[src/rtl/dl_lane_serializer.sv]
// Multi-lane downlink serializer: snapshots a tagged message, computes a bit-serial CRC over
// tag/len/payload, then stripes tag, len, payload and CRC across LANES outputs at a
// programmable symbol rate, with optional XOR error injection on the first 64 frame bits.
module dl_lane_serializer #(
    parameter int unsigned          LANES     = 2,
    parameter int unsigned          MAX_BYTES = 16,
    parameter int unsigned          DIV_WIDTH = 8,
    parameter int unsigned          CRC_WIDTH = 16,
    parameter logic [CRC_WIDTH-1:0] CRC_POLY  = 16'h1021,
    parameter logic [CRC_WIDTH-1:0] CRC_INIT  = 16'hFFFF
) (
    input  logic                      clk,
    input  logic                      rst,
    input  logic                      start,
    input  logic [3:0]                msg_tag,
    input  logic [7:0]                msg_len,
    input  logic [MAX_BYTES-1:0][7:0] data_in,
    input  logic [DIV_WIDTH-1:0]      ser_clk_div,
    input  logic [31:0]               err_inj_mask_0,
    input  logic [31:0]               err_inj_mask_1,
    input  logic                      err_inj_enable,
    output logic                      err_inj_clear,
    output logic                      busy,
    output logic                      done,
    output logic                      len_err,
    output logic [CRC_WIDTH-1:0]      crc_out,
    output logic [LANES-1:0]          dl_out,
    output logic [LANES-1:0]          dl_en
);

    localparam int unsigned HdrMax   = 12 + 8 * MAX_BYTES;
    localparam int unsigned FrameMax = HdrMax + CRC_WIDTH;
    localparam int unsigned CntW     = $clog2(FrameMax + 1);

    typedef enum logic [1:0] {StIdle, StCalc, StSend, StDone} state_e;

    state_e                 state_q, state_d;
    logic [HdrMax-1:0]      hdr_vec, hdr_mask, calc_sr_q, calc_sr_d;
    logic [FrameMax-1:0]    tx_q, tx_d;
    logic [63:0]            mask_q, mask_d;
    logic                   inj_q, inj_d;
    logic [DIV_WIDTH-1:0]   div_q, div_d, div_cnt_q, div_cnt_d;
    logic [CntW-1:0]        hdr_len_in, hdr_len_q, hdr_len_d;
    logic [CntW-1:0]        cnt_q, cnt_d, rem_q, rem_d;
    logic [CRC_WIDTH-1:0]   crc_q, crc_d, crc_next, crc_rev;
    logic                   crc_fb;
    logic                   busy_q, busy_d, done_q, done_d;
    logic                   clr_q, clr_d, len_err_q, len_err_d;
    logic [LANES-1:0]       dl_out_q, dl_out_d, dl_en_q, dl_en_d;

    // Lay the request out in wire order (vector bit k = frame bit k) and mask unused payload.
    always_comb begin
        hdr_vec = '0;
        for (int i = 0; i < 4; i++) hdr_vec[i] = msg_tag[3-i];
        for (int i = 0; i < 8; i++) hdr_vec[4+i] = msg_len[7-i];
        for (int b = 0; b < int'(MAX_BYTES); b++) begin
            for (int j = 0; j < 8; j++) hdr_vec[12+8*b+j] = data_in[b][7-j];
        end
        hdr_len_in = CntW'(12) + CntW'({msg_len, 3'b000});
        hdr_mask   = ~({HdrMax{1'b1}} << hdr_len_in);
    end

    // One CRC step on the next header bit; the reversed copy puts the CRC MSB at the lowest index.
    always_comb begin
        crc_fb   = crc_q[CRC_WIDTH-1] ^ calc_sr_q[0];
        crc_next = {crc_q[CRC_WIDTH-2:0], 1'b0} ^ (crc_fb ? CRC_POLY : '0);
        for (int i = 0; i < int'(CRC_WIDTH); i++) crc_rev[i] = crc_next[CRC_WIDTH-1-i];
    end

    // Next-state logic and next values of the registered outputs.
    always_comb begin
        state_d   = state_q;
        calc_sr_d = calc_sr_q;
        tx_d      = tx_q;
        mask_d    = mask_q;
        inj_d     = inj_q;
        div_d     = div_q;
        div_cnt_d = div_cnt_q;
        hdr_len_d = hdr_len_q;
        cnt_d     = cnt_q;
        rem_d     = rem_q;
        crc_d     = crc_q;
        len_err_d = 1'b0;

        unique case (state_q)
            StIdle: begin
                if (start) begin
                    if (32'(msg_len) > MAX_BYTES) begin
                        len_err_d = 1'b1;
                    end else begin
                        state_d   = StCalc;
                        calc_sr_d = hdr_vec & hdr_mask;
                        tx_d      = FrameMax'(hdr_vec & hdr_mask);
                        mask_d    = {err_inj_mask_1, err_inj_mask_0};
                        inj_d     = err_inj_enable;
                        div_d     = ser_clk_div;
                        div_cnt_d = '0;
                        hdr_len_d = hdr_len_in;
                        cnt_d     = hdr_len_in;
                        rem_d     = hdr_len_in + CntW'(CRC_WIDTH);
                        crc_d     = CRC_INIT;
                    end
                end
            end
            StCalc: begin
                crc_d     = crc_next;
                calc_sr_d = calc_sr_q >> 1;
                cnt_d     = cnt_q - CntW'(1);
                if (cnt_q == CntW'(1)) begin
                    // Header fully absorbed: append the final CRC behind it.
                    state_d   = StSend;
                    div_cnt_d = '0;
                    tx_d      = tx_q | (FrameMax'(crc_rev) << hdr_len_q);
                end
            end
            StSend: begin
                if (div_cnt_q == div_q) begin
                    div_cnt_d = '0;
                    if (rem_q <= CntW'(LANES)) begin
                        state_d = StDone;
                    end else begin
                        tx_d   = tx_q >> LANES;
                        mask_d = mask_q >> LANES;
                        rem_d  = rem_q - CntW'(LANES);
                    end
                end else begin
                    div_cnt_d = div_cnt_q + DIV_WIDTH'(1);
                end
            end
            StDone: begin
                state_d = StIdle;
            end
            default: begin
                state_d = StIdle;
            end
        endcase

        busy_d   = (state_d != StIdle);
        done_d   = (state_d == StDone);
        clr_d    = (state_d == StDone) && inj_d;
        dl_en_d  = '0;
        dl_out_d = '0;
        // Low LANES bits of tx/mask always hold the current symbol; lanes past the end stay 0.
        for (int l = 0; l < int'(LANES); l++) begin
            dl_en_d[l]  = (state_d == StSend) && (CntW'(l) < rem_d);
            dl_out_d[l] = dl_en_d[l] & (tx_d[l] ^ (inj_d & mask_d[l]));
        end
    end

    // State and output registers with synchronous reset.
    always_ff @(posedge clk) begin
        if (rst) begin
            state_q   <= StIdle;
            calc_sr_q <= '0;
            tx_q      <= '0;
            mask_q    <= '0;
            inj_q     <= 1'b0;
            div_q     <= '0;
            div_cnt_q <= '0;
            hdr_len_q <= '0;
            cnt_q     <= '0;
            rem_q     <= '0;
            crc_q     <= CRC_INIT;
            busy_q    <= 1'b0;
            done_q    <= 1'b0;
            clr_q     <= 1'b0;
            len_err_q <= 1'b0;
            dl_out_q  <= '0;
            dl_en_q   <= '0;
        end else begin
            state_q   <= state_d;
            calc_sr_q <= calc_sr_d;
            tx_q      <= tx_d;
            mask_q    <= mask_d;
            inj_q     <= inj_d;
            div_q     <= div_d;
            div_cnt_q <= div_cnt_d;
            hdr_len_q <= hdr_len_d;
            cnt_q     <= cnt_d;
            rem_q     <= rem_d;
            crc_q     <= crc_d;
            busy_q    <= busy_d;
            done_q    <= done_d;
            clr_q     <= clr_d;
            len_err_q <= len_err_d;
            dl_out_q  <= dl_out_d;
            dl_en_q   <= dl_en_d;
        end
    end

    assign busy          = busy_q;
    assign done          = done_q;
    assign err_inj_clear = clr_q;
    assign len_err       = len_err_q;
    assign crc_out       = crc_q;
    assign dl_out        = dl_out_q;
    assign dl_en         = dl_en_q;

endmodule

[config.mk]
export PLATFORM = sky130hd
export DESIGN_NAME = dl_lane_serializer
export DESIGN_NICKNAME = d
export VERILOG_FILES = /design/src/rtl/dl_lane_serializer.sv
export SDC_FILE = /design/constraint.sdc
export NUM_CORES = 1
export LEC_CHECK = 0
export ABC_AREA = 1
export CELL_PAD_IN_SITES_DETAIL_PLACEMENT = 0
export CELL_PAD_IN_SITES_GLOBAL_PLACEMENT = 1
export CORE_MARGIN = 4
export CORE_UTILIZATION = 25
export CTS_CLUSTER_DIAMETER = 50
export DETAILED_ROUTE_END_ITERATION = 16
export GPL_TIMING_DRIVEN = 0
export PLACE_DENSITY = 0.51
export SKIP_LAST_GASP = 1
export SYNTH_ARGS = -nofsm -noshare
export SYNTH_HDL_FRONTEND = slang
export SYNTH_SLANG_ARGS = --single-unit
[constraint.sdc]
create_clock -name clk -period 3.1 [get_ports clk]
set_input_delay 0.62 -clock clk [delete_from_list [all_inputs] [get_ports clk]]
set_output_delay 0.62 -clock clk [all_outputs]
set_load 0.02 [all_outputs]
==> results_dict.tcl, run 1 <==
set metrics [dict create \
    yosys-top-cells-area "dfxtp_1 (39%), nand2_1 (20%), nand3_1 (5.9%), inv_1 (5.3%), o21ai_0 (5.3%)" \
    worst_slew_pin_slew_ns 1.376 \
    dp_hpwl_mm 95.91 \
    power_density_nw_per_um2 572.9 \
    seq_area_frac_synth 0.3876 \
    clockRootBuffer "clkbuf_16" \
    yosys.area.top_type_share 0.3876 \
    ys_types 52 \
    worstPathRequired_ns 3.65 \
    slew_viol_final 0 \
    rsz0062_at_grt "true" \
    core_um2 86890 \
    netlist_instances 3351 \
    num_io_pins 240 \
    fillers 9483 \
    grt-ovfl-total 0 \
    finalHoldViolations 0 \
    grt_pass1_vias 24090 \
    crit_path_max_incr_delay_ns 0.56 \
    cp-start-kind "primary input" \
    r2r_start "calc_sr_q[0]" \
    power.switching_mw 4.560 \
    setup_viol 0 \
    status "complete, no violations" \
    drtAntennaViolNets 0 \
    internal_power_mw 11.90 \
    vdd_drop_max_v 0.0003974 \
    grt_pass1_wl_mm 175.0 \
    synth_area_per_cell_um2 6.551 \
    synth_top_cell_by_area "dfxtp_1" \
    initial_core_util 0.2527 \
    post-route-min-period_ns 3.063 \
    crit_start "msg_len[7]" \
    cts_tree "yes" \
    synth_edf_count 0 \
    track_usage 0.2591 \
    cts_buffers 81 \
    seq_area_um2 8508 \
    via_per_inst 5.053 \
    cp_common_cell "nand3_1" \
    routed_wl_mm 124.3 \
    drive_gt1_frac 0.07888 \
    min_path_type "reg2reg" \
    cp_data_arrival_time_ns 3.61 \
    fp.dieH_um 304.3 \
    ys_async_sr_fraction 0 \
    p_total_mw 16.46 \
    postCtsSetupBuffers 0 \
    cts.htree.levels 3 \
    cp_slowest_cell "clkbuf_2" \
    min_from "calc_sr_q[129]" \
    pwr-share-clk 0.568 \
    ys.flop_type "dfxtp_1" \
    vias 24760 \
    clockBufferDepth 3 \
    synth.net_count 3580 \
    rows 108 \
    clk_pin_slew_ns 0.05 \
    sw_frac_of_total 0.2770 \
    crit_fanout 10 \
    multi_input_comb_area_um2 11200 \
    clock_sinks 425 \
    port_buffers 238 \
    area_growth_pct 30.88 \
    fin_skew_ns 0.02606 \
    drv_cap 0 \
    max_slew_margin 0.08245 \
    grt_start_max_net_pins 12 \
    cp-end-kind "flip-flop" \
    max_freq_mhz 326.5 \
    wl_per_cell_um 25.35 \
    dieArea_um2 92620 \
    drc_errors 0 \
    insertion_delay_ns 0.64 \
    drtIter0Drc 2186 \
    p_leak_nw 11.31 \
    place_congestion 0.9640 \
    drt_first_pass_iters 6 \
    yosys_warnings 0 \
    final_nets 3901 \
    fin_util 0.3307 \
    fin_setup_tns_ns 0 \
    netlist_area_um2 21950 \
    criticalPathCategory "in2reg" \
    worstPathCellList "clkdlybuf4s50_1, nor3_1, nand3_1, nor2_4, buf_2, clkbuf_2, nand3_1, a31oi_1" \
    comb_power_share 0.092 \
    die_width_um 304.3 \
    antenna_found_initial 14 \
    post-route-period-util 0.9879 \
    ys_seq_elements 425 \
    seq_power_share 0.341 \
]
path summary, 6_finish.rpt:
check | end | slack (ns) | depth (start not counted)
max | tx_q[69] | 0.04 | 8
min | calc_sr_q[129] | 0.45 | 2
min reg2reg | calc_sr_q[129] | 0.45 | 2
max reg2reg | tx_q[118] | 0.08 | 14
logic make-up (layout without fill, tap and decap cells):
| kind of cell | count (synthesis) | count (layout) | share of synthesized area |
|---|---|---|---|
| xor gates and xnor gates | 8 | 8 | 0.003534 |
| AOI/OAI and AO/OA | 637 | 637 | 0.1751 |
| adders and majority gates | 13 | 13 | 0.007409 |
| other | 0 | 6 | 0 |
| buffers and inverters | 552 | 941 | 0.1035 |
| DFF | 425 | 425 | 0.3876 |
| and+or+nand+nor | 1716 | 1716 | 0.3229 |
timing repair:
item	in CTS	in global routing
resized for setup	25	23
setup endpoints to repair	258	67
hold buffers	0	0
routing by layer:
metal | GRT usage | wire [µm] | vias up
met1 | 0.3342 | 54130 | 12000
met3 | 0.04252 | 6917 | 190
met2 | 0.4373 | 58480 | 832
met4 | 0.09255 | 4676 | 8
met5 | 0 | 55 | -
li1 | - | - | 11740
through the flow:
stage                     cell area (µm²)  instances  hold slack [ns]  worst slack, ns
after floorplan                     21950       3351           0.4238           0.4860
after global placement              25780       4744           0.4378           -1.620
after detailed placement            25780       4744           0.4426           -1.601
after CTS                           28700       4895           0.4485         0.005368
after global routing                28720       4895           0.4731         -0.06339
final                               28730       4901           0.4487          0.03748
cells in the final DEF (no fill, tap or decap), types with 7 or more instances in the layout:
master,instances
nand2_2,9
a221oi_2,7
clkbuf_1,111
buf_2,47
clkbuf_8,8
dfxtp_1,425
clkbuf_2,11
nor2_1,175
nand3_1,259
o21ai_1,29
inv_2,12
bufinv_16,8
a31oi_1,176
nand4_1,34
clkinvlp_4,9
clkinv_2,7
inv_1,311
buf_4,25
buf_1,22
a221oi_1,8
buf_6,8
o22ai_1,16
inv_6,18
nor3_1,27
nand2_1,1165
o21ai_0,228
clkbuf_16,83
nand3b_1,24
a41oi_1,48
ha_1,12
clkdlybuf4s50_1,236
a21oi_1,81
clkinv_4,13
o221ai_1,16
sequential cells by signal, summed over array words and instances, names as in the netlist:
name,flops
busy,1
err_inj_clear,1
cnt_q,8
tx_q,156
inj_q,1
done,1
state_q,2
div_q,8
mask_q,64
len_err,1
div_cnt_q,8
hdr_len_q,6
calc_sr_q,140
rem_q,8
dl_out,2
crc_out,16
dl_en,2
power by group through the flow:
stage / clock [mW] / sequential [mW] / combinational, mW
3_3_place_gp: 0 / 5.72 / 1.49
2_1_floorplan: 0 / 5.72 / 0.640
5_1_grt: 9.75 / 5.61 / 1.61
3_5_place_dp: 0 / 5.72 / 1.49
6_report: 9.35 / 5.61 / 1.51
4_1_cts: 9.52 / 5.60 / 1.50
critical path: cells and delay by family:
kind            cells  cell delay (ns)
compound gates      1             0.26
simple gates        4             1.31
buf+inv             3             1.38
final cells by class:
| cell class | count | share of cell area |
|---|---|---|
| tap | 1155 | 0.05030 |
| antenna | 6 | 0.0005226 |
| inverter | 327 | 0.04272 |
| clock buffer | 92 | 0.07590 |
| buffer | 225 | 0.03797 |
| sequential | 425 | 0.2961 |
| multi-input combinational | 2374 | 0.3900 |
| timing repair buffer | 238 | 0.08274 |
| clock inverter | 59 | 0.02378 |
Yosys cell counts (2+ instances only):
| library cell | instances |
|---|---|
| a31oi_1 | 176 |
| inv_2 | 12 |
| nor3_1 | 27 |
| clkinv_1 | 4 |
| nand4_1 | 34 |
| nand2_2 | 7 |
| a21boi_0 | 2 |
| a221oi_1 | 8 |
| nor3b_1 | 3 |
| nor2_1 | 175 |
| a21oi_1 | 81 |
| a211oi_1 | 3 |
| nor2_2 | 3 |
| o21ai_0 | 232 |
| nand3b_1 | 24 |
| o21ai_1 | 30 |
| a41oi_1 | 48 |
| clkbuf_1 | 120 |
| buf_4 | 19 |
| nor2_4 | 4 |
| nand2_1 | 1167 |
| a22oi_1 | 3 |
| inv_1 | 311 |
| or2_2 | 4 |
| o221ai_1 | 16 |
| o22ai_1 | 16 |
| xor2_1 | 5 |
| nand3_1 | 259 |
| and2_1 | 5 |
| buf_2 | 54 |
| ha_1 | 13 |
| buf_1 | 23 |
| buf_6 | 8 |
| dfxtp_1 | 425 |
| o21bai_1 | 6 |
| a221oi_2 | 7 |
| xnor2_1 | 2 |
Power figures use the tool's default switching activity.
==> inputs of run 2 (changes only) <==
--- a/config.mk
+++ b/config.mk
@@ -12,7 +12,6 @@
 export CORE_UTILIZATION = 25
 export CTS_CLUSTER_DIAMETER = 50
 export DETAILED_ROUTE_END_ITERATION = 16
-export GPL_TIMING_DRIVEN = 0
 export PLACE_DENSITY = 0.51
 export SKIP_LAST_GASP = 1
 export SYNTH_ARGS = -nofsm -noshare
==> results_dict.tcl, run 2 (synthesis results as in run 1) <==
set metrics [dict create \
    status "complete, no violations" \
    cpLargestDelayFamily "compound AO/OA/AOI/OAI gates" \
    placed_area_um2 26170 \
    p_leak_nw 11.47 \
    slew_viol_final 0 \
    grt_pass1_vias 22930 \
    cts.htree.levels 3 \
    final_common_cell "nand2_1" \
    vdd_drop_max_v 0.0003753 \
    dieArea_um2 92620 \
    crit_start "hdr_len_q[3]" \
    crit_end "tx_q[113]" \
    drt_first_pass_iters 5 \
    max_freq_mhz 369.8 \
    clk_pin_slew_ns 0.05 \
    cp_slowest_cell "dfxtp_1" \
    p_total_mw 16.36 \
    vias 23230 \
    area_growth_pct 32.25 \
    rsz0062_at_grt "false" \
    rows 108 \
    timing.rr.end "tx_q[113]" \
    r2r_start "hdr_len_q[3]" \
    final_nets 3809 \
    worst_slew_pin_slew_ns 1.224 \
    holdWs_ns 0.3759 \
    crit_buf_inv 1 \
    cp-start-kind "flip-flop" \
    pre_cts_slack_ns -0.05466 \
    via_per_inst 4.838 \
    min_path_type "in2reg" \
    routed_wl_mm 94.73 \
    postCtsHoldBufs 0 \
    port_buffers 239 \
    clockBufferDepth 3 \
    clockRootBuffer "clkbuf_16" \
    largest_reg_flops 156 \
    num_io_pins 240 \
    fillers 9386 \
    postCtsSetupBuffers 0 \
    worstPathRequired_ns 3.63 \
    fin_skew_ns 0.02302 \
    reg_top3 "tx_q x156, calc_sr_q x140, mask_q x64" \
    crit_cells 8 \
    crit_path_max_incr_delay_ns 0.58 \
    clock_sinks 425 \
    grt_pass1_wl_mm 144.4 \
    post-route-min-period_ns 2.704 \
    core_um2 86890 \
    drtAntennaViolNets 0 \
    worstPathCellList "inv_2, o21ai_0, nand2_1, o21ai_0, nand2_1, o21ai_0, nand2_1, a41oi_1" \
    drc_errors 0 \
    cts_buffers 81 \
    fp.dieH_um 304.3 \
    drtIter0Drc 1534 \
    regMostFlops "tx_q" \
    setup_viol 0 \
    insertion_delay_ns 0.62 \
    power_density_nw_per_um2 563.4 \
    drive_gt1_frac 0.08809 \
    crit_fanout 26 \
    drv_cap 0 \
    max_slew_margin 0.1755 \
    cp-end-kind "flip-flop" \
    rr_worst_depth 8 \
    antenna_found_initial 4 \
    initial_core_util 0.2527 \
    layout_setup_ws_ns 0.3958 \
    grt_start_max_net_pins 134 \
    track_usage 0.1991 \
    post-route-period-util 0.8723 \
    die_width_um 304.3 \
    final_cell_mix "nand2_1 (1,166), dfxtp_1 (425), inv_1 (310), nand3_1 (259), clkdlybuf4s50_1 (238)" \
    place_congestion 0.8788 \
    ff2ff_setup_slack_ns 0.40 \
    wl_per_cell_um 19.73 \
    dp_hpwl_mm 67.24 \
    cp_data_arrival_time_ns 3.23 \
    criticalPathCategory "reg2reg" \
    finalHoldViolations 0 \
    stdcell_area_um2 29030 \
    cts_resized 0 \
    grt-ovfl-total 0 \
    cts_tree "yes" \
]
run 2: changes by cell type in the layout (fill, tap and decap cells not counted), moves of 4 or more:
| cell | change |
|---|---|
| buf_2 | -47 |
| buf_1 | -22 |
| o21ai_0 | +4 |
| diode_2 | -4 |
| buf_4 | +75 |
| inv_6 | -14 |
| o21ai_2 | -5 |
| clkbuf_2 | -11 |
| buf_12 | +32 |
| buf_6 | -8 |
| clkbuf_1 | -106 |
| clkinv_2 | +4 |
run 2: worst min path at each step:
stage | from | to | slack [ns] | cells past startpoint
detailed placement | calc_sr_q[128] | calc_sr_q[128] | 0.44 | 2
global route | rst | rem_q[0] | 0.39 | 2
finish | rst | inj_q | 0.38 | 2
CTS | rst | rem_q[0] | 0.38 | 2
floorplan | calc_sr_q[128] | calc_sr_q[128] | 0.42 | 2
global placement | calc_sr_q[128] | calc_sr_q[128] | 0.43 | 2
run 2: layer usage:
layer | up-vias | global-route usage | share of wire | routed length [µm]
met4 | 4 | 0.06813 | 0.036 | 3372
met3 | 163 | 0.03306 | 0.046 | 4362
met5 | - | 0 | 0.00023 | 22
met2 | 542 | 0.3412 | 0.48 | 45400
met1 | 11010 | 0.2536 | 0.44 | 41580
li1 | 11510 | - | - | -
run 2: where the power goes:
group | internal, mW | switching [mW] | leakage [nW] | total [mW]
clock | 6.05 | 3.25 | 1.38 | 9.31
combinational | 0.575 | 0.865 | 6.66 | 1.44
sequential | 5.55 | 0.0586 | 3.43 | 5.61
total | 12.2 | 4.18 | 11.5 | 16.4
run 2: cell type report:
| cell class | instances | area, µm² | share of cell area |
|---|---|---|---|
| Multi-Input combinational cell | 2374 | 11200 | 0.3857 |
| Clock inverter | 50 | 635.6 | 0.02189 |
| Inverter | 327 | 1232 | 0.04245 |
| Tap cell | 1155 | 1445 | 0.04978 |
| Sequential cell | 425 | 8508 | 0.2931 |
| Antenna cell | 2 | 5.005 | 0.0001724 |
| Clock buffer | 97 | 2220 | 0.07645 |
| Timing Repair Buffer | 371 | 3789 | 0.1305 |
run 2: worst reg2reg max path, delay by kind of cell (launching register included):
kind / cells / cell delay (ns)
simple gates: 3 / 0.60
compound gates: 4 / 1.13
buf+inv: 1 / 0.31
flops: 1 / 0.58
run 2: through the flow:
stage,setup TNS (ns),util,instances
floorplan,0,-,3351
global placement,-0.2042,0.3012,4652
detailed placement,-0.1483,0.3012,4652
CTS,0,0.3341,4799
global route,0,0.3341,4799
finish,0,0.3341,4801
==> edit: new RTL, config.mk and constraints of run 2 <==
Remove the register `dl_en_q`: a continuous assignment takes its place, so the output `dl_en` follows one clock earlier.
--- a/src/rtl/dl_lane_serializer.sv
+++ b/src/rtl/dl_lane_serializer.sv
@@ -167,5 +167,4 @@
             len_err_q <= 1'b0;
             dl_out_q  <= '0;
-            dl_en_q   <= '0;
         end else begin
             state_q   <= state_d;
@@ -185,7 +184,8 @@
             len_err_q <= len_err_d;
             dl_out_q  <= dl_out_d;
-            dl_en_q   <= dl_en_d;
         end
     end
+
+    assign dl_en_q = dl_en_d;
 
     assign busy          = busy_q;
Check against the original RTL: same outputs for any inputs over 4 cycles, from zero or initial values and one cycle with rst high; that may be too few to reach the edited logic, so the function may still have changed.
==> edit against run 2 <==
The flow now finishes with violations (setup timing). Clock power fell by 11%. Non-clock buffer count increased by 83. Worst hold slack better by 0.056 ns. Worst setup slack lost 0.40 ns. Total power decreased by 4.8%. Cell area increased by 0.59%. Area after synthesis down 1.4%. Sequential share of layout area is 0.25 points lower. Clock skew grew 0.0082 ns. Routed wire length grew 2.2%. Global-route usage up 0.69 points. Sequential cell count decreased by 2. Utilization up 0.72 points. Largest cell class unchanged. Highest routed layer is now met4.
==> edit: results (changes against run 2) <==
| Metric | Value |
|---|---|
| Worst Skew | `0.0312 ns (+0.00818 ns)` |
| Crit path from | `msg_len[7]` |
| Synth cell types | `52 (unchanged)` |
| Post-DP HPWL | `70500 um (+4.8%)` |
| WL per Instance | `20.3 um (+2.9%)` |
| WP data arrival | `2.49 ns (-0.74 ns)` |
| Vias per inst | `4.85 (+0.36%)` |
| Hold path start | `rst` |
| Nets | `3794 (-0.39%)` |
| Diodes inserted | `0 (-2)` |
| GRT overflow | `0 (unchanged)` |
| Worst setup path endpoint | `dl_en[1]` |
| Async set-reset flop share out of synthesis | `0% (unchanged)` |
| Synth cell count leaders | `1044 x nand2_1, 423 x dfxtp_1, 301 x nor2_1` |
| Initial antenna violation count | `0 (-4)` |
| Vias in the first global route | `22465 (-2.0%)` |
| Share of layout cells above drive strength 1 | `13.1% (+4.3 points)` |
| Worst hold slack | `0.432 ns (+0.0560 ns)` |
| Synth Net Count | `3488 (-2.6%)` |
| Setup Slack @ Placement | `-1.04 ns (-0.988 ns)` |
| GRT met3 Usage | `2.76% (-0.54 points)` |
| Cts bufs inserted | `73 (-9.9%)` |
| Post CTS Setup Buffer Count | `6 (+6)` |
| H-tree Lvls | `3 (unchanged)` |
| GR Util met1 | `27.8% (+2.4 points)` |
| Top flop regs | `tx_q (156), calc_sr_q (140), mask_q (64)` |
| Top cells by area, synth | `dfxtp_1 39%, nand2_1 18%, nand3_1 5.2%, nor2_1 5.2%, a21oi_1 4.6%` |
| Hold WC Path Type | `input pin to flip-flop` |
| Count of final setup violators | `1 (+1)` |
| Reg-to-Reg End | `tx_q[64]$_SDFFE_PP0P_` |
| Global-route wire length before repair | `144000 um (about the same)` |
| Main synth FF type | `dfxtp_1` |
| Status | `finished with violations` |
| Final WS setup | `-0.00819 ns (-0.404 ns)` |
| Total track usage | `20.6% (+0.69 points)` |
| Violated checks | `setup timing` |
| Sequential element share of the synthesized area | `39.1% (+0.36 points)` |
| Synth Warn # | `0 (unchanged)` |
| Worst VDD drop | `0.327 mV (-13%)` |
| Crit path max fanout | `8 (-69%)` |
| Clk_lat worst skew | `0.61 ns` |
| Hold Path Depth | `2 (unchanged)` |
| DR iter-0 viols | `1564 (+2.0%)` |
| Worst-Margin Slew | `1.02 ns (-0.208 ns)` |
| TNS Setup | `-0.00819 ns (-0.00819 ns)` |
| GP Congestion | `0.927 (+5.4%)` |
| Post-CTS Resized | `61 (+61)` |
| Met2 Use GR | `34.6% (+0.44 points)` |
| DR pass1 iterations | `6 (+1)` |
| Worst reg2reg setup slack | `0.34 ns (-0.06 ns)` |
| Hold-critical path endpoint | `mask_q[0]$_SDFF_PP0_` |
| Reg2reg path depth | `10 (+2)` |
| Reg2reg start | `cnt_q[3]$_SDFFE_PP0P_` |
| Largest net degree at the start of global routing | `146 (+9.0%)` |
| P_leak | `0.0118 uW (+2.7%)` |
[edit: cell count changes in the layout (fill, tap and decap cells not counted), sizes merged, moves of 24 or more]
cell,change
a21oi,+120
a221oi,+38
a31oi,-25
a41oi,-24
buf,+86
inv,-72
nand2,-126
nand3,-33
nor2,+130
o21ai,-93
[edit: layout make-up]
class	count	area, um^2
well taps	1144	1430
inverters	251	951
flip-flops and latches	423	8490
fillers	9240	56300
multi-input cells	2362	11400
clock inverters	44	514
repair buffers	454	4430
clock buffers	87	1980
[edit: logic make-up after synthesis]
family                   share of synthesized area, %
multiplexers                                   0.0925
flip-flops                                       39.1
adder cells (fa/ha/maj)                         0.751
AO/OA/AOI/OAI                                    19.0
buffers and inverters                            9.30
XOR/XNOR                                        0.289
AND/OR/NAND/NOR                                  31.4
[edit: per-layer routing]
metal / vias to the layer above / wire length (um)
li1: 11453 / -
met5: - / 0
met4: 0 / 2550
met3: 131 / 3640
met1: 11055 / 44400
met2: 495 / 46200
[edit: through the flow]
step                utilization (%)  instance area (um^2)  total power [uW]  cells
finish                         34.1                 29200             15600   4765
global route                   34.1                 29200             16200   4765
CTS                            33.9                 29000             15800   4760
global placement               30.8                 26400              7270   4623
floorplan                         -                 21700              6370   3259
detailed placement             30.8                 26400              7280   4623
[edit: worst max-delay path, stage by stage]
cell and delay, ns:
clkdlybuf4s50_1 0.48, nor3_2 0.04, buf_4 0.14, nand2_4 0.07, nor2_4 0.05, buf_4 0.16
nand2_1 0.08, nand2_1 0.06, a21oi_1 0.16, nand2_2 0.08, nand2_2 0.08, nand2_2 0.06
nor2_1 0.10, nand2_1 0.08, nand2_2 0.07, inv_2 0.04, buf_6 0.12
[edit: power by group]
group          total [uW]  switching [uW]  internal, uW
Combinational        1650             953           692
Sequential           5590            66.5          5530
Clock                8330            3000          5330
